**config.mk**
```make
export PLATFORM = sky130hd
export DESIGN_NAME = png_chunk_wrap_flat
export DESIGN_NICKNAME = d
export VERILOG_FILES = /design/src/rtl/png_pkg.sv /design/src/rtl/png_chunk_wrap_if.sv /design/src/rtl/png_crc32_byte.sv /design/src/rtl/png_chunk_wrap.sv /design/src/flat_wrapper.sv
export SDC_FILE = /design/constraint.sdc
export NUM_CORES = 1
export LEC_CHECK = 0
export CORE_UTILIZATION = 27
export DETAILED_ROUTE_END_ITERATION = 16
export GPL_TIMING_DRIVEN = 0
export PLACE_DENSITY = 0.56
export SLEW_MARGIN = 15
export SYNTH_ARGS = -nofsm -noshare
export SYNTH_HDL_FRONTEND = slang
export SYNTH_SLANG_ARGS = --single-unit
```
**constraint.sdc**
```tcl
create_clock -name clk -period 8.8 [get_ports clk]
set_clock_uncertainty 0.15 [all_clocks]
set_input_delay 2.64 -clock clk [delete_from_list [all_inputs] [get_ports clk]]
set_output_delay 2.64 -clock clk [all_outputs]
set_load 0.005 [all_outputs]
```
**src/rtl/png_pkg.sv**
```systemverilog
`default_nettype none
// ============================================================================
// Module      : png_pkg
// Description : Shared PNG encoder definitions: framer states, CRC-32
//               constants, standard chunk type codes and a byte selector.
// Revision    : 1.0 - initial release
// ============================================================================
package png_pkg;

    typedef enum logic [2:0] {
        ST_IDLE = 3'd0,
        ST_LEN  = 3'd1,
        ST_TYPE = 3'd2,
        ST_DATA = 3'd3,
        ST_CRC  = 3'd4
    } state_t;

    localparam logic [31:0] CRC_INIT     = 32'hFFFF_FFFF;
    localparam logic [31:0] CRC_POLY_RVS = 32'hEDB8_8320;

    localparam logic [31:0] IHDR = 32'h4948_4452;
    localparam logic [31:0] IDAT = 32'h4944_4154;
    localparam logic [31:0] IEND = 32'h4945_4E44;

    // Index 0 selects the most significant byte (first on the wire).
    function automatic logic [7:0] get_byte(input logic [31:0] word, input logic [1:0] idx);
        case (idx)
            2'd0:    return word[31:24];
            2'd1:    return word[23:16];
            2'd2:    return word[15:8];
            default: return word[7:0];
        endcase
    endfunction

endpackage
`default_nettype wire

```
**src/rtl/png_chunk_wrap_if.sv**
```systemverilog
`default_nettype none
// ============================================================================
// Module      : png_chunk_wrap_if
// Description : Control, data-in and byte-out handshake bundle of the PNG
//               chunk framer. The slave modport is the framer side.
// Revision    : 1.0 - initial release
// ============================================================================
interface png_chunk_wrap_if;

    logic        start_i;
    logic [31:0] len_i;
    logic [31:0] type_i;
    logic        val_i;
    logic [7:0]  dat_i;
    logic        lst_i;
    logic        rdy_o;
    logic        val_o;
    logic [7:0]  dat_o;
    logic        lst_o;
    logic        rdy_i;
    logic        busy_o;
    logic        done_o;
    logic [31:0] crc_o;
    logic        err_o;

    modport master (
        output start_i, len_i, type_i, val_i, dat_i, lst_i, rdy_i,
        input  rdy_o, val_o, dat_o, lst_o, busy_o, done_o, crc_o, err_o
    );

    modport slave (
        input  start_i, len_i, type_i, val_i, dat_i, lst_i, rdy_i,
        output rdy_o, val_o, dat_o, lst_o, busy_o, done_o, crc_o, err_o
    );

endinterface
`default_nettype wire

```
**src/rtl/png_crc32_byte.sv**
```systemverilog
`default_nettype none
// ============================================================================
// Module      : png_crc32_byte
// Description : Combinational one-byte step of the reflected PNG CRC-32
//               (LSB-first, poly 0xEDB88320, no bit reordering).
// Revision    : 1.0 - initial release
// ============================================================================
module png_crc32_byte
    import png_pkg::*;
(
    input  logic [31:0] crc_cur,
    input  logic [7:0]  byte_in,
    output logic [31:0] crc_nxt
);

    logic [31:0] w_crc;

    always_comb begin
        w_crc = crc_cur ^ {24'd0, byte_in};
        for (int k = 0; k < 8; k++) begin
            w_crc = w_crc[0] ? ((w_crc >> 1) ^ CRC_POLY_RVS) : (w_crc >> 1);
        end
        crc_nxt = w_crc;
    end

endmodule
`default_nettype wire

```
**src/rtl/png_chunk_wrap.sv**
```systemverilog
`default_nettype none
// ============================================================================
// Module      : png_chunk_wrap
// Description : PNG chunk framer: emits length, type, data and CRC-32 as a
//               byte stream. Optional length check: PNG_CHUNK_LEN_CHECK_EN.
// Revision    : 1.0 - initial release
// ============================================================================
module png_chunk_wrap
    import png_pkg::*;
(
    input  logic             clk,
    input  logic             rst,
    png_chunk_wrap_if.slave  bus
);

    state_t      r_state;
    logic [1:0]  r_idx;
    logic [31:0] r_cnt;
    logic [31:0] r_type;
    logic [31:0] r_crc;
    logic [31:0] r_crc_out;
    logic        r_val;
    logic [7:0]  r_dat;
    logic        r_lst;
    logic        r_busy;
    logic        r_done;

    logic        w_adv;
    logic        w_rdy;
    logic        w_take;
    logic [7:0]  w_crc_byte;
    logic [31:0] w_crc_nxt;

    // The output register may load whenever it is empty or being drained.
    assign w_adv  = !r_val || bus.rdy_i;
    assign w_rdy  = (r_state == ST_DATA) && w_adv;
    assign w_take = bus.val_i && w_rdy;

    assign w_crc_byte = (r_state == ST_DATA) ? bus.dat_i : get_byte(r_type, r_idx);

    png_crc32_byte u_crc (
        .crc_cur (r_crc),
        .byte_in (w_crc_byte),
        .crc_nxt (w_crc_nxt)
    );

    always_ff @(posedge clk or posedge rst) begin
        if (rst) begin
            r_state   <= ST_IDLE;
            r_idx     <= 2'd0;
            r_cnt     <= 32'd0;
            r_type    <= 32'd0;
            r_crc     <= CRC_INIT;
            r_crc_out <= 32'd0;
            r_val     <= 1'b0;
            r_dat     <= 8'd0;
            r_lst     <= 1'b0;
            r_busy    <= 1'b0;
            r_done    <= 1'b0;
        end else begin
            r_done <= 1'b0;
            case (r_state)
                ST_IDLE: begin
                    if (bus.start_i) begin
                        r_state <= ST_LEN;
                        r_idx   <= 2'd1;
                        r_cnt   <= bus.len_i;
                        r_type  <= bus.type_i;
                        r_crc   <= CRC_INIT;
                        r_val   <= 1'b1;
                        r_dat   <= bus.len_i[31:24];
                        r_lst   <= 1'b0;
                        r_busy  <= 1'b1;
                    end
                end
                // r_cnt still holds the declared length while it is sent.
                ST_LEN: begin
                    if (w_adv) begin
                        r_dat <= get_byte(r_cnt, r_idx);
                        r_val <= 1'b1;
                        r_idx <= r_idx + 2'd1;
                        if (r_idx == 2'd3) begin
                            r_state <= ST_TYPE;
                        end
                    end
                end
                ST_TYPE: begin
                    if (w_adv) begin
                        r_dat <= get_byte(r_type, r_idx);
                        r_val <= 1'b1;
                        r_crc <= w_crc_nxt;
                        r_idx <= r_idx + 2'd1;
                        if (r_idx == 2'd3) begin
                            if (r_cnt == 32'd0) begin
                                r_state   <= ST_CRC;
                                r_crc_out <= ~w_crc_nxt;
                            end else begin
                                r_state <= ST_DATA;
                            end
                        end
                    end
                end
                ST_DATA: begin
                    if (w_take) begin
                        r_dat <= bus.dat_i;
                        r_val <= 1'b1;
                        r_crc <= w_crc_nxt;
                        r_cnt <= r_cnt - 32'd1;
                        if (r_cnt == 32'd1) begin
                            r_state   <= ST_CRC;
                            r_crc_out <= ~w_crc_nxt;
                        end
                    end else if (bus.rdy_i) begin
                        r_val <= 1'b0;
                    end
                end
                // r_lst doubles as "final CRC byte loaded, waiting for accept".
                ST_CRC: begin
                    if (r_lst) begin
                        if (bus.rdy_i) begin
                            r_val   <= 1'b0;
                            r_lst   <= 1'b0;
                            r_done  <= 1'b1;
                            r_busy  <= 1'b0;
                            r_state <= ST_IDLE;
                        end
                    end else if (w_adv) begin
                        r_dat <= get_byte(r_crc_out, r_idx);
                        r_val <= 1'b1;
                        r_lst <= (r_idx == 2'd3);
                        r_idx <= r_idx + 2'd1;
                    end
                end
                default: begin
                    r_state <= ST_IDLE;
                end
            endcase
        end
    end

`ifdef PNG_CHUNK_LEN_CHECK_EN
    logic r_err;

    // lst_i must be high exactly on the final declared byte.
    always_ff @(posedge clk or posedge rst) begin
        if (rst) begin
            r_err <= 1'b0;
        end else if ((r_state == ST_IDLE) && bus.start_i) begin
            r_err <= 1'b0;
        end else if (w_take && (bus.lst_i != (r_cnt == 32'd1))) begin
            r_err <= 1'b1;
        end
    end

    assign bus.err_o = r_err;
`else
    assign bus.err_o = 1'b0;
`endif

    assign bus.rdy_o  = w_rdy;
    assign bus.val_o  = r_val;
    assign bus.dat_o  = r_dat;
    assign bus.lst_o  = r_lst;
    assign bus.busy_o = r_busy;
    assign bus.done_o = r_done;
    assign bus.crc_o  = r_crc_out;

endmodule
`default_nettype wire

```
**src/flat_wrapper.sv**
```systemverilog
// flat-port wrapper written by rule: the top's interface ports become plain ports
module png_chunk_wrap_flat import png_pkg::*;
  (clk, rst, bus_start_i, bus_len_i, bus_type_i, bus_val_i, bus_dat_i, bus_lst_i, bus_rdy_i, bus_rdy_o, bus_val_o, bus_dat_o, bus_lst_o, bus_busy_o, bus_done_o, bus_crc_o, bus_err_o);
  png_chunk_wrap_if bus_i ();
  input  logic clk;
  input  logic rst;
  input wire logic [$bits(bus_i.start_i)-1:0] bus_start_i;
  input wire logic [$bits(bus_i.len_i)-1:0] bus_len_i;
  input wire logic [$bits(bus_i.type_i)-1:0] bus_type_i;
  input wire logic [$bits(bus_i.val_i)-1:0] bus_val_i;
  input wire logic [$bits(bus_i.dat_i)-1:0] bus_dat_i;
  input wire logic [$bits(bus_i.lst_i)-1:0] bus_lst_i;
  input wire logic [$bits(bus_i.rdy_i)-1:0] bus_rdy_i;
  output wire logic [$bits(bus_i.rdy_o)-1:0] bus_rdy_o;
  output wire logic [$bits(bus_i.val_o)-1:0] bus_val_o;
  output wire logic [$bits(bus_i.dat_o)-1:0] bus_dat_o;
  output wire logic [$bits(bus_i.lst_o)-1:0] bus_lst_o;
  output wire logic [$bits(bus_i.busy_o)-1:0] bus_busy_o;
  output wire logic [$bits(bus_i.done_o)-1:0] bus_done_o;
  output wire logic [$bits(bus_i.crc_o)-1:0] bus_crc_o;
  output wire logic [$bits(bus_i.err_o)-1:0] bus_err_o;
  assign bus_i.start_i = bus_start_i;
  assign bus_i.len_i = bus_len_i;
  assign bus_i.type_i = bus_type_i;
  assign bus_i.val_i = bus_val_i;
  assign bus_i.dat_i = bus_dat_i;
  assign bus_i.lst_i = bus_lst_i;
  assign bus_i.rdy_i = bus_rdy_i;
  assign bus_rdy_o = bus_i.rdy_o;
  assign bus_val_o = bus_i.val_o;
  assign bus_dat_o = bus_i.dat_o;
  assign bus_lst_o = bus_i.lst_o;
  assign bus_busy_o = bus_i.busy_o;
  assign bus_done_o = bus_i.done_o;
  assign bus_crc_o = bus_i.crc_o;
  assign bus_err_o = bus_i.err_o;
  png_chunk_wrap u_core (.clk(clk), .rst(rst), .bus(bus_i));
endmodule
```
Word level (Yosys, flattened, before mapping)
Index checks and enable logic that the tools add are counted.

word-level totals
  flip-flop bits (word level) = 145
  input bits = 78
  output and inout port bits = 46
  word-level logic and storage cells = 132

cells by class
  add/subtract/negate cells = 2
  eq/ne operators = 20
  muxes and demuxes = 64
  bitwise operators = 10
  reductions and logical operators = 25

operators by type and width
  kind                     number
  $mux W32                 18
  $pmux W32 S2             2
  $not A13 Y14             8
  $pmux W32 S3             1
  $pmux W8 S3              3
  $mux W8                  7
  $pmux W8 S5              1
  $eq A32 B1 Y1 const B    1
  $logic_not A32 Y1        1
  $not A32 Y32             1
  $sub A32 B1 Y32 const B  1
  $xor A32 B8 Y32          1
  $mux W3                  10
  $ne A2 B1 Y1 const B     8
  $pmux W3 S5              1
  $mux W1                  14
  $reduce_and A9 Y1        1
  $ne A2 B2 Y1 const B     4
  $reduce_and A4 Y1        2
  $reduce_and A7 Y1        1
  $eq A3 B2 Y1 const B     2
  $mux W2                  3
  $pmux W2 S3              1
  $reduce_and A2 Y1        3
  19 further kinds         26

Depth between registers and ports, before layout
Gate-level depths: netlist of the first run.

  word-level depth = 25
  mapped depth = 12
  gate-level depth less buffers = 9

Modules after synthesis
Synthesis of the first run repeated with hierarchy kept, for this count alone.

second synthesis, totals
  cells, all modules = 871
  area, all modules = 8,668.3 um^2

by module, submodules not included
  module          times used  cells an instance  area each (um^2)  sequential area each (um^2)
  png_chunk_wrap  1           804                7,743.7           3,668.5
  png_crc32_byte  1           67                 924.6             0.0

Worst setup path after synthesis of the first run
OpenSTA, ideal clock, no wires.

  path kind = input port to output port
  from = input bus_rdy_i
  to = output bus_rdy_o
  data arrival time = 2,880 ps
  required time = 6,010 ps
  slack = 3,130 ps
  stages on the path = 2
  buffers on the path = 0
  cells stage by stage = nor2b_1 > nor2_1

between the ends
  word-level cells in the longest chain between the ends = 2

ends and longest elaborated chain
  item                 line                  text
  start: declaration   flat_wrapper.sv:13    input wire logic [$bits(bus_i.rdy_i)-1:0] bus_rdy_i;
  $logic_or A1 B1 Y1   png_chunk_wrap.sv:35  assign w_adv = !r_val || bus.rdy_i;
  $logic_and A1 B1 Y1  png_chunk_wrap.sv:36  assign w_rdy = (r_state == ST_DATA) && w_adv;
  end: declaration     flat_wrapper.sv:14    output wire logic [$bits(bus_i.rdy_o)-1:0] bus_rdy_o;

No other way between the ends.

Final worst setup path of the first run
Ends and elaborated chain as after synthesis.

==> results of run 1 <==
[placed cells by master (no fill, tap or decap), types with 23 or more instances in the layout]
cell	synthesis	final
nor3_1	23	23
nor2_1	55	55
dfstp_2	32	32
a21oi_1	75	75
clkdlybuf4s50_1	0	121
nand2_1	83	83
clkbuf_1	44	44
mux2_2	50	50
o21ai_0	79	79
xnor2_1	33	33
dfrtp_1	113	113
[kinds of logic (layout without fill, tap and decap cells)]
kind of cell,after synthesis,after routing,share of synthesized area [%]
compound gates,275,275,22.6
xor+xnor,62,62,7.78
fa+ha+maj,7,7,1.05
buf+inv,68,222,3.36
flops,145,145,43.8
mux,52,52,6.96
other cells,1,1,0.0448
simple gates,252,252,14.4
[flip-flops by register name (all words and copies together) (netlist names)]
register	flops
u_core.r_crc	32
u_core.bus.dat_o	8
u_core.bus.lst_o	1
u_core.r_state	3
u_core.r_type	32
u_core.r_cnt	32
u_core.bus.crc_o	32
u_core.r_idx	2
u_core.bus.val_o	1
u_core.bus.busy_o	1
u_core.bus.done_o	1
[stage by stage]
stage	instances	utilization (%)	setup WS, ps
CTS	1412	34.9	1990
global placement	1379	33.0	-184
finish	1412	34.9	2010
global route	1412	34.9	1970
detailed placement	1380	33.1	1990
floorplan	862	-	2170
[area by class of cell]
type                            count  area [µm²]  share of cell area (%)
Sequential cell                   145        3670                    34.3
Buffer                             57         240                    2.25
Inverter                           11        48.8                   0.457
Timing Repair Buffer              122        1240                    11.6
Clock inverter                     15         144                    1.35
Multi-Input combinational cell    649        4430                    41.4
Clock buffer                       17         425                    3.98
Tap cell                          396         495                    4.64
[report_power, final]
group,switching [mW],internal (mW)
clock,0.341,0.374
sequential,0.224,0.942
combinational,1.34,0.911
[worst min-delay path, cell delays in order, from the launching register on]
cell,delay (ps)
dfrtp_1,340
nand2_1,50
o21ai_0,60
[per-layer routing]
layer	vias to the layer above	wire, µm	GRT usage [%]	share of wire (%)
met3	20	1700	2.73	5.9
met4	0	299	4.02	1.0
met5	-	0	0	0
li1	3423	-	-	-
met1	3639	13000	25.9	45
met2	291	14000	30.6	48
[how the worst max path moves through the flow]
| stage | end | slack [ps] | cells after the start |
|---|---|---|---|
| floorplan | u_core.bus.busy_o | 2170 | 1 |
| global placement | u_core.bus.crc_o[23] | -180 | 2 |
| detailed placement | bus_rdy_o | 1990 | 4 |
| CTS | bus_rdy_o | 1990 | 4 |
| global route | bus_rdy_o | 1970 | 4 |
| finish | bus_rdy_o | 2010 | 4 |
==> out/qor.csv, run 1 <==
metric,value,unit
Slew headroom,38.6,%
Skew-Pair Late Insertion Delay,450,ps
RePlAce Congestion,0.908,
"Power, Total",4.13,mW
area delta synth->final,27.6,%
fin crit period,6790,ps
Residual DRC,0,
"Arr. time, crit path",4000,ps
synthesized net count,947,
total track usage,18.7,%
Worst Path Max Fanout,4,
top-count cell post-synth,dfrtp_1,
Antenna Violating Nets Remaining,0,
Die ar.,31700,µm²
post-synthesis sequential area ratio,43.8,%
placed cell areas,10100,µm²
Crit path max-delay family,buffers and inverters,
Tcrit/Tclk final,77.2,%
setup violators final,0,
post-synth cell types,64,
RR Endpoint,u_core.r_crc[1],
max-slew violations,0,
setup TNS,0,ps
Pwr Density,387,nW/µm²
Hold Buf Count CTS,0,
die extent in y,178,µm
RSZ-0062 raised after global routing,no,
prevailing post-synth register cell,dfrtp_1,
CTS tree,yes,
Num CTS Buffers,17,
Initial Util,27.4,%
"top cells by area, synth","dfrtp_1, dfstp_2, mux2_2",
post-synth top area share,33.8,%
Async SR Flop Fraction,100,%
DR iter-0 viols,767,
r2r startpoint,u_core.r_state[1],
Hold WC Path Type,flip-flop to flip-flop,
"Reg clk slew, reported paths",60,ps
Die X,178,µm
Detailed Route WL,28.9,mm
Synth area leader,dfrtp_1,
first-pass GRT wire length,43.9,mm
worst path required time,6010,ps
wire length per cell,20.5,µm
final hold viol count,0,
CP endpoint kind,primary output,
Core Area,30600,µm²
Min Hold Slack,332,ps
vias,7373,
CP Launch Point,bus_rdy_i,
# IOs,124,
share of cells above drive strength 1,14.5,%
Worst Path Buf+Inv,2,
WHS Path Cells,2,
cts repair resizes,0,
"EDFF count, synth",0,
Worst Hold Path EP,u_core.bus.dat_o[4],
Via-to-Cell Ratio,5.22,
worst-margin pin slew,921,ps
initial antenna violation count,0,
Max clock buf depth,2,
Mapped Cells,862,
slowest CP cell,clkdlybuf4s50_1,
Syn Area/Cell,9.72,µm²
CP startpoint kind,primary input,
outcome,completed,
row count,64,
grt ovf,0,
number of clock sinks,145,
Reg2Reg Depth,7,
ant diodes,0,
post-route cell area,10700,µm²
CP Class,primary input to primary output,
Crit path top cell by count,clkdlybuf4s50_1,
number of synthesized register bits,145,
Filler cells,3147,
top post-synthesis cells by count,"dfrtp_1, nand2_1, o21ai_0, a21oi_1, nor2_1",
mapped cell area,8380,µm²
leakage,4.21,nW
Worst IR Drop VDD,193,µV
Clock Root Buffer,clkbuf_16,
CP peak stage delay,540,ps
Port Buf Inserts,121,
Worst Hold Launch,u_core.bus.dat_o[4],
Yosys warning count,0,
DR pass1 iterations,8,
slack of the worst reg-to-reg path,5230,ps
Max H-tree Level,4,
Peak Freq,0.147,GHz
crit-path cells,"clkdlybuf4s50_1, nor2b_1, nor2_1, clkdlybuf4s50_1",
post-CTS setup buffers,0,
vias in the first global route,7131,
MaxCap Viol Count,0,
final HPWL from detailed placement,22.0,mm
largest net degree at the start of global routing,78,
layout net count,1088,
Power figures use the tool's default switching activity.
==> run 2, diff against run 1 <==
- PLACE_DENSITY: 0.56 -> 0.57
- clock period: 8.8 -> 5.45 ns (I/O delays scaled with it)
==> out/qor.csv, run 2 (same netlist as run 1, synthesis figures left out) <==
metric,value,unit,change
slack of the worst reg-to-reg path,1870,ps,-3360 ps
RePlAce Congestion,0.920,,+1.4%
wire length per cell,20.6,µm,+0.36%
post-CTS setup buffers,0,,unchanged
Via-to-Cell Ratio,5.23,,+0.11%
Detailed Route WL,29.1,mm,+0.57%
Skew-Pair Late Insertion Delay,440,ps,about the same
most frequent cells in the layout,"clkdlybuf4s50_1, dfrtp_1, nand2_1",,
worst path required time,3670,ps,-2340 ps
Slew headroom,35.2,%,-3.5 points
grt ovf,0,,unchanged
CP startpoint kind,primary input,,
Crit path top cell by count,clkdlybuf4s50_1,,
slowest CP cell,clkdlybuf4s50_1,,
metal2 WL,14.1,mm,+0.75%
leakage,4.24,nW,+0.77%
ant diodes,0,,unchanged
die extent in y,178,µm,unchanged
worst-margin pin slew,973,ps,+51.8 ps
"Reg clk slew, reported paths",60,ps,about the same
row count,64,,unchanged
Worst Path Buf+Inv,2,,unchanged
initial antenna violation count,0,,unchanged
Num CTS Buffers,17,,unchanged
Residual DRC,0,,unchanged
highest metal used,met4,,
Initial Util,27.4,%,unchanged
Max H-tree Level,4,,unchanged
number of clock sinks,145,,unchanged
Tcrit/Tclk final,87.7,%,
"most common cell after layout, fill and taps aside",clkdlybuf4s50_1,,
outcome,completed,,
largest net degree at the start of global routing,36,,-54%
CP Class,primary input to primary output,,
wire length on met3,1.58,mm,-7.1%
Worst Path Max Fanout,4,,unchanged
Die X,178,µm,unchanged
total track usage,18.9,%,+0.22 points
Clock Root Buffer,clkbuf_16,,
Crit path max-delay family,buffers and inverters,,
Port Buf Inserts,121,,unchanged
M1 wire length,13.1,mm,+0.52%
share of cells above drive strength 1,14.6,%,+0.15 points
Pwr Density,628,nW/µm²,+63%
Worst IR Drop VDD,297,µV,+54%
CP peak stage delay,540,ps,about the same
CP endpoint kind,primary output,,
vias,7397,,+0.33%
crit-path cells,"clkdlybuf4s50_1, nor2b_1, nor2_1, clkdlybuf4s50_1",,
"Arr. time, crit path",2990,ps,-1010 ps
Core Area,30600,µm²,unchanged
Hold Buf Count CTS,0,,unchanged
MaxCap Viol Count,0,,unchanged
Peak Freq,0.209,GHz,
cts repair resizes,0,,unchanged
# IOs,124,,unchanged
RSZ-0062 raised after global routing,no,,
fin crit period,4780,ps,
area delta synth->final,28.5,%,
vias in the first global route,7395,,+3.7%
Min Hold Slack,328,ps,-3.56 ps
DR iter-0 viols,745,,-2.9%
Hold WC Path Type,flip-flop to flip-flop,,
layout net count,1091,,+0.28%
setup violators final,0,,unchanged
CTS tree,yes,,
setup TNS,0,ps,unchanged
final HPWL from detailed placement,22.6,mm,+2.8%
final hold viol count,0,,unchanged
Max clock buf depth,2,,unchanged
Die ar.,31700,µm²,unchanged
Antenna Violating Nets Remaining,0,,unchanged
first-pass GRT wire length,44.7,mm,+1.8%
max-slew violations,0,,unchanged
DR pass1 iterations,6,,-2
run 2: worst register-to-register path: cells and delay by family, from the launching register on:
family	cells	cell delay, ps
AND/OR/NAND/NOR	3	1050
flip-flops	1	460
buffers and inverters	2	860
AO/OA/AOI/OAI	2	970
run 2: path summary, 6_finish.rpt:
| kind | startpoint | depth (start not counted) | endpoint |
|---|---|---|---|
| worst max-delay path | bus_rdy_i | 4 | bus_rdy_o |
| worst min-delay path | u_core.bus.dat_o[4] | 2 | u_core.bus.dat_o[4] |
| worst max register to register | u_core.r_state[1] | 7 | u_core.r_crc[12] |
| worst min register to register | u_core.bus.dat_o[4] | 2 | u_core.bus.dat_o[4] |
| max in group asynchronous | rst | 4 | u_core.r_crc[21] |
| min in group asynchronous | rst | 2 | u_core.r_cnt[5] |
run 2: final cells by class:
type | instances | area [µm²]
fillers | 3125 | 19800
inverters | 11 | 45.0
well taps | 396 | 495
clock inverters | 15 | 169
repair buffers | 125 | 1290
flip-flops and latches | 145 | 3670
clock buffers | 17 | 425
multi-input cells | 649 | 4430
plain buffers | 57 | 240
run 2: through the flow:
stage	power, mW	setup WS [ps]	cells	area [µm²]	utilization [%]
floorplan	4.32	1790	862	8380	-
global placement	5.47	397	1379	10100	33.0
detailed placement	5.52	582	1383	10200	33.2
CTS	6.75	648	1415	10800	35.2
global route	7.17	626	1415	10800	35.2
finish	6.76	671	1415	10800	35.2
run 2: layer usage:
| metal | global-route usage [%] | vias up |
|---|---|---|
| li1 | - | 3414 |
| met1 | 25.9 | 3692 |
| met2 | 31.1 | 262 |
| met3 | 2.60 | 29 |
| met4 | 4.74 | 0 |
| met5 | 0 | - |
run 2: power by group:
part | total, mW | switching (mW) | internal (mW)
logic | 3.65 | 2.18 | 1.47
registers | 1.89 | 0.370 | 1.52
clock network | 1.22 | 0.527 | 0.689
==> run 3, diff against run 2 <==
- CORE_UTILIZATION: 27 -> 50
- PLACE_DENSITY: 0.57 -> 0.87
==> out/qor.csv, run 3 (same netlist as run 1, synthesis figures left out) <==
metric,value,unit,change
setup violators final,0,,unchanged
RePlAce Congestion,0.995,,+8.1%
CP Class,primary input to primary output,,
setup TNS,0,ps,unchanged
final hold viol count,0,,unchanged
Hold Buf Count CTS,0,,unchanged
crit-path cells,"clkdlybuf4s50_1, nor2b_1, nor2_1, clkdlybuf4s50_1",,
Die ar.,17300,µm²,-46%
CP peak stage delay,540,ps,about the same
wire length per cell,22.2,µm,+7.9%
Hold WC Path Type,flip-flop to flip-flop,,
Worst IR Drop VDD,350,µV,+18%
Antenna Violating Nets Remaining,0,,unchanged
area delta synth->final,26.0,%,
Max clock buf depth,2,,unchanged
ant diodes,0,,unchanged
RSZ-0062 raised after global routing,no,,
Via-to-Cell Ratio,6.33,,+21%
initial antenna violation count,0,,unchanged
DR pass1 iterations,8,,+2
Num CTS Buffers,17,,unchanged
grt ovf,0,,unchanged
outcome,completed,,
"most common cell after layout, fill and taps aside",clkdlybuf4s50_1,,
CTS tree,yes,,
Peak Freq,0.210,GHz,+0.52%
Slew headroom,37.6,%,+2.4 points
vias in the first global route,7854,,+6.2%
largest net degree at the start of global routing,35,,-2.8%
layout net count,1091,,unchanged
slowest CP cell,clkdlybuf4s50_1,,
Clock Root Buffer,clkbuf_16,,
"Arr. time, crit path",2970,ps,-20 ps
DR iter-0 viols,1319,,+77%
CP endpoint kind,primary output,,
number of clock sinks,145,,unchanged
worst-margin pin slew,936,ps,-36.6 ps
share of cells above drive strength 1,14.5,%,-0.098 points
die extent in y,131,µm,-26%
MaxCap Viol Count,0,,unchanged
"Reg clk slew, reported paths",60,ps,about the same
CP startpoint kind,primary input,,
post-CTS setup buffers,0,,unchanged
vias,7822,,+5.7%
Pwr Density,640,nW/µm²,+1.8%
cts repair resizes,0,,unchanged
Die X,131,µm,-26%
first-pass GRT wire length,43.1,mm,-3.6%
# IOs,124,,unchanged
Tcrit/Tclk final,87.2,%,-0.46 points
total track usage,32.5,%,+14 points
Detailed Route WL,27.4,mm,-5.8%
Max H-tree Level,4,,unchanged
Worst Path Max Fanout,4,,unchanged
Port Buf Inserts,121,,unchanged
final HPWL from detailed placement,19.9,mm,-12%
row count,46,,-28%
fin crit period,4750,ps,-24.8 ps
worst path required time,3670,ps,about the same
most frequent cells in the layout,"clkdlybuf4s50_1, dfrtp_1, nand2_1",,
leakage,4.25,nW,about the same
Core Area,16100,µm²,-47%
Residual DRC,0,,unchanged
Skew-Pair Late Insertion Delay,430,ps,about the same
Crit path top cell by count,clkdlybuf4s50_1,,
Final Util,65.5,%,+30 points
Initial Util,52.0,%,+25 points
max-slew violations,0,,unchanged
-- run 3: critical path: cells and delay by family --
family / cells / cell delay, ps
and+or+nand+nor: 2 / 280
buffers and inverters: 2 / 1060
-- run 3: stage by stage --
| stage | power, mW | cells | cell area, µm² | hold slack, ps | setup slack, ps |
|---|---|---|---|---|---|
| floorplan | 4.32 | 862 | 8380 | 311 | 1790 |
| detailed placement | 5.38 | 1203 | 9940 | 321 | 610 |
| global placement | 5.26 | 1199 | 9860 | 313 | 600 |
| finish | 6.75 | 1235 | 10600 | 328 | 696 |
| CTS | 6.67 | 1235 | 10600 | 333 | 723 |
| global route | 7.07 | 1235 | 10600 | 346 | 635 |
-- run 3: per-layer routing --
| layer | wire length (µm) | global-route usage, % | part of all wire [%] | vias to the layer above |
|---|---|---|---|---|
| met4 | 1170 | 15.2 | 4.2 | 0 |
| met1 | 10700 | 41.9 | 39 | 3753 |
| met2 | 13000 | 52.3 | 47 | 541 |
| li1 | - | - | - | 3428 |
| met3 | 2570 | 6.75 | 9.4 | 100 |
| met5 | 0 | 0 | 0 | - |
-- run 3: final cells by class --
cell class | instances | area (µm²)
fill | 1272 | 5560
multi-input combinational | 649 | 4430
sequential | 145 | 3670
timing repair buffer | 125 | 1290
clock buffer | 20 | 447
tap | 216 | 270
buffer | 57 | 240
clock inverter | 12 | 170
inverter | 11 | 45.0
-- run 3: path summary, 6_finish.rpt --
kind                                startpoint                   to  slack (ps)  depth (start not counted)
max                                  bus_rdy_i            bus_rdy_o         700                          4
min                        u_core.bus.dat_o[1]  u_core.bus.dat_o[1]         330                          2
max reg2reg                  u_core.r_state[1]      u_core.r_crc[9]        1800                          7
min reg2reg                u_core.bus.dat_o[1]  u_core.bus.dat_o[1]         330                          2
max in group asynchronous                  rst     u_core.r_crc[31]        2760                          4
min in group asynchronous                  rst    u_core.r_type[21]        1520                          2
-- run 3: power by group --
group / switching (mW) / internal [mW]
logic: 2.15 / 1.47
clock network: 0.500 / 0.745
registers: 0.366 / 1.52
==> edit, RTL diff (flow settings as in run 3) <==
Encoding of `state_t`: now Gray code (3 bits for 5 states).
--- a/src/rtl/png_pkg.sv
+++ b/src/rtl/png_pkg.sv
@@ -9,9 +9,9 @@
 
     typedef enum logic [2:0] {
-        ST_IDLE = 3'd0,
-        ST_LEN  = 3'd1,
-        ST_TYPE = 3'd2,
-        ST_DATA = 3'd3,
-        ST_CRC  = 3'd4
+        ST_IDLE = 3'b000,
+        ST_LEN  = 3'b001,
+        ST_TYPE = 3'b011,
+        ST_DATA = 3'b010,
+        ST_CRC  = 3'b110
     } state_t;
 
Check against the original RTL: same outputs for any inputs over 4 cycles, from zero or initial values and one cycle with rst high; so few cycles prove little.
==> edit against run 3 <==
Final area up 1.5%. Synthesized cell count up 3.7%. Hold slack worse by 0.0037 ns. Register-to-register slack better by 0.04 ns. Power up 10%. Wire length up 0.78%. Critical path type unchanged. First-iteration DRC count down 3.4%. Via count up 3.3%. Sequential cell count unchanged. Worst setup slack worse by 0.30 ns. Largest power group unchanged. Synthesized area up 1.8%.
==> edit: results (changes against run 3) <==
| Metric | Value |
|---|---|
| Fillers | 1292 (+1.6%) |
| First-pass GRT wire length | 42400 um (-1.7%) |
| Synth cell count leaders | 134 x nand2_1, 113 x dfrtp_1, 92 x a21oi_1 |
| CTS Root Cell | clkbuf_16 |
| Worst R2R Setup Slack | 1.84 ns (+0.04 ns) |
| Vias in the first global route | 7639 (-2.7%) |
| Clock Latency Late Sink | 0.45 ns (+0.02 ns) |
| Final nets | 1123 (+2.9%) |
| CP startpoint | bus_rdy_i |
| Worst Reg-to-Reg Cells | 9 (+2) |
| Pre-CTS setup slack | 0.450 ns (-0.160 ns) |
| Initial detailed-routing violation count | 1274 (-3.4%) |
| Max stage delay on crit path | 0.53 ns |
| Gpl congestion | 0.976 (-1.9%) |
| Post-synthesis sequential area ratio | 43.0% (-0.78 points) |
| Placed cell count | 1239 (+3.0%) |
| Hpwl dp | 20000 um (+0.29%) |
| Hold Startpoint | u_core.r_type[26] |
| Post-Layout Cell Count | 1271 (+2.9%) |
| Clock Pin Slew Worst Setup and Hold Paths | 0.06 ns (about the same) |
| CP arrival | 3.27 ns (+0.30 ns) |
| Status | finished clean |
| Post-synthesis async set-or-reset flop share | 100% (unchanged) |
| Reg-to-Reg End | u_core.bus.crc_o[5] |
| Crit path max fanout | 6 (+2) |
| Post-synth EDFFs | 0 (unchanged) |
| Final worst setup slack | 0.396 ns (-0.300 ns) |
| Share of cells above drive strength 1 | 12.1% (-2.4 points) |
| Internal Power | 0.00420 W (+12%) |
| Slowest cell on the critical path | clkdlybuf4s50_1 |
| Post-Synthesis Net Count | 979 (+3.4%) |
| I/O Buffers | 121 (unchanged) |
| Netlist cell types | 62 (-3.1%) |
| Post-CTS Setup Inserts | 0 (unchanged) |
| Vias per cell | 6.36 (+0.35%) |
| Yosys Warn Count | 0 (unchanged) |
| Pleak | 4.46 nW (+5.0%) |
| Post-CTS sizing | 0 (unchanged) |
| Initial antenna violation count | 0 (unchanged) |
| Largest net degree at the start of global routing | 37 (+5.7%) |
| Tot GR Track Use | 32.1% (-0.40 points) |
| Type of the most critical hold path | flip-flop to flip-flop |
| Wire per inst | 21.7 um (-2.1%) |
| Top post-synthesis cells by area | dfrtp_1 33%, dfstp_2 9.9%, nand2_1 5.9%, a21oi_1 5.4%, mux2_2 4.1% |
| Number of setup violations in the final report | 0 (unchanged) |
| RR Startpoint | u_core.r_idx[1] |
| Worst vdd ir | 0.654 mV (+87%) |
| Slew Limit Headroom | 28.2% (-9.4 points) |
| Hold endpoint | u_core.r_type[26] |
| Syn Inst Count | 894 (+3.7%) |
==> edit: layout make-up <==
cell class / instances / share of cell area, %
Inverter: 14 / 0.525
Clock inverter: 9 / 1.20
Timing Repair Buffer: 125 / 12.0
Tap cell: 220 / 2.57
Buffer: 61 / 2.34
Multi-Input combinational cell: 674 / 42.5
Clock buffer: 23 / 4.55
Sequential cell: 145 / 34.2
==> edit: power by group through the flow <==
stage                     Combinational, W  Sequential, W  Clock [W]
final                              0.00426        0.00195    0.00124
after global placement             0.00398        0.00192          0
after CTS                          0.00418        0.00193    0.00124
after floorplan                    0.00305        0.00182          0
after detailed placement           0.00412        0.00194          0
after global routing               0.00452        0.00199    0.00129
==> edit: cell families after synthesis <==
group	Yosys count	synth area share, %
mux	33	4.33
fa+ha+maj	7	1.03
other cells	1	0.0440
xor+xnor	56	9.33
flops	145	43.0
buf+inv	75	3.55
simple gates	302	15.9
compound gates	275	22.8
==> edit: metal layers <==
layer / global-route usage, % / wire length (um)
met5: 0 / 0
met4: 14.7 / 1130
met3: 8.85 / 3270
met2: 48.4 / 12200
met1: 43.1 / 11000
==> edit: per-stage QoR <==
stage	hold slack, ns	cell area (um^2)	utilization (%)
floorplan	0.296	8530	-
global placement	0.310	10000	60.2
detailed placement	0.313	10100	60.7
CTS	0.328	10700	64.4
global route	0.344	10700	64.4
finish	0.324	10700	64.4
==> edit: worst register-to-register path: cells and delay by family (launching register included) <==
| kind | cells | cell delay [ns] |
|---|---|---|
| flip-flops | 1 | 0.41 |
| AO/OA/AOI/OAI | 3 | 0.90 |
| multiplexers | 1 | 0.30 |
| adder cells (fa/ha/maj) | 1 | 0.28 |
| XOR/XNOR | 2 | 1.00 |
| buffers and inverters | 2 | 0.47 |
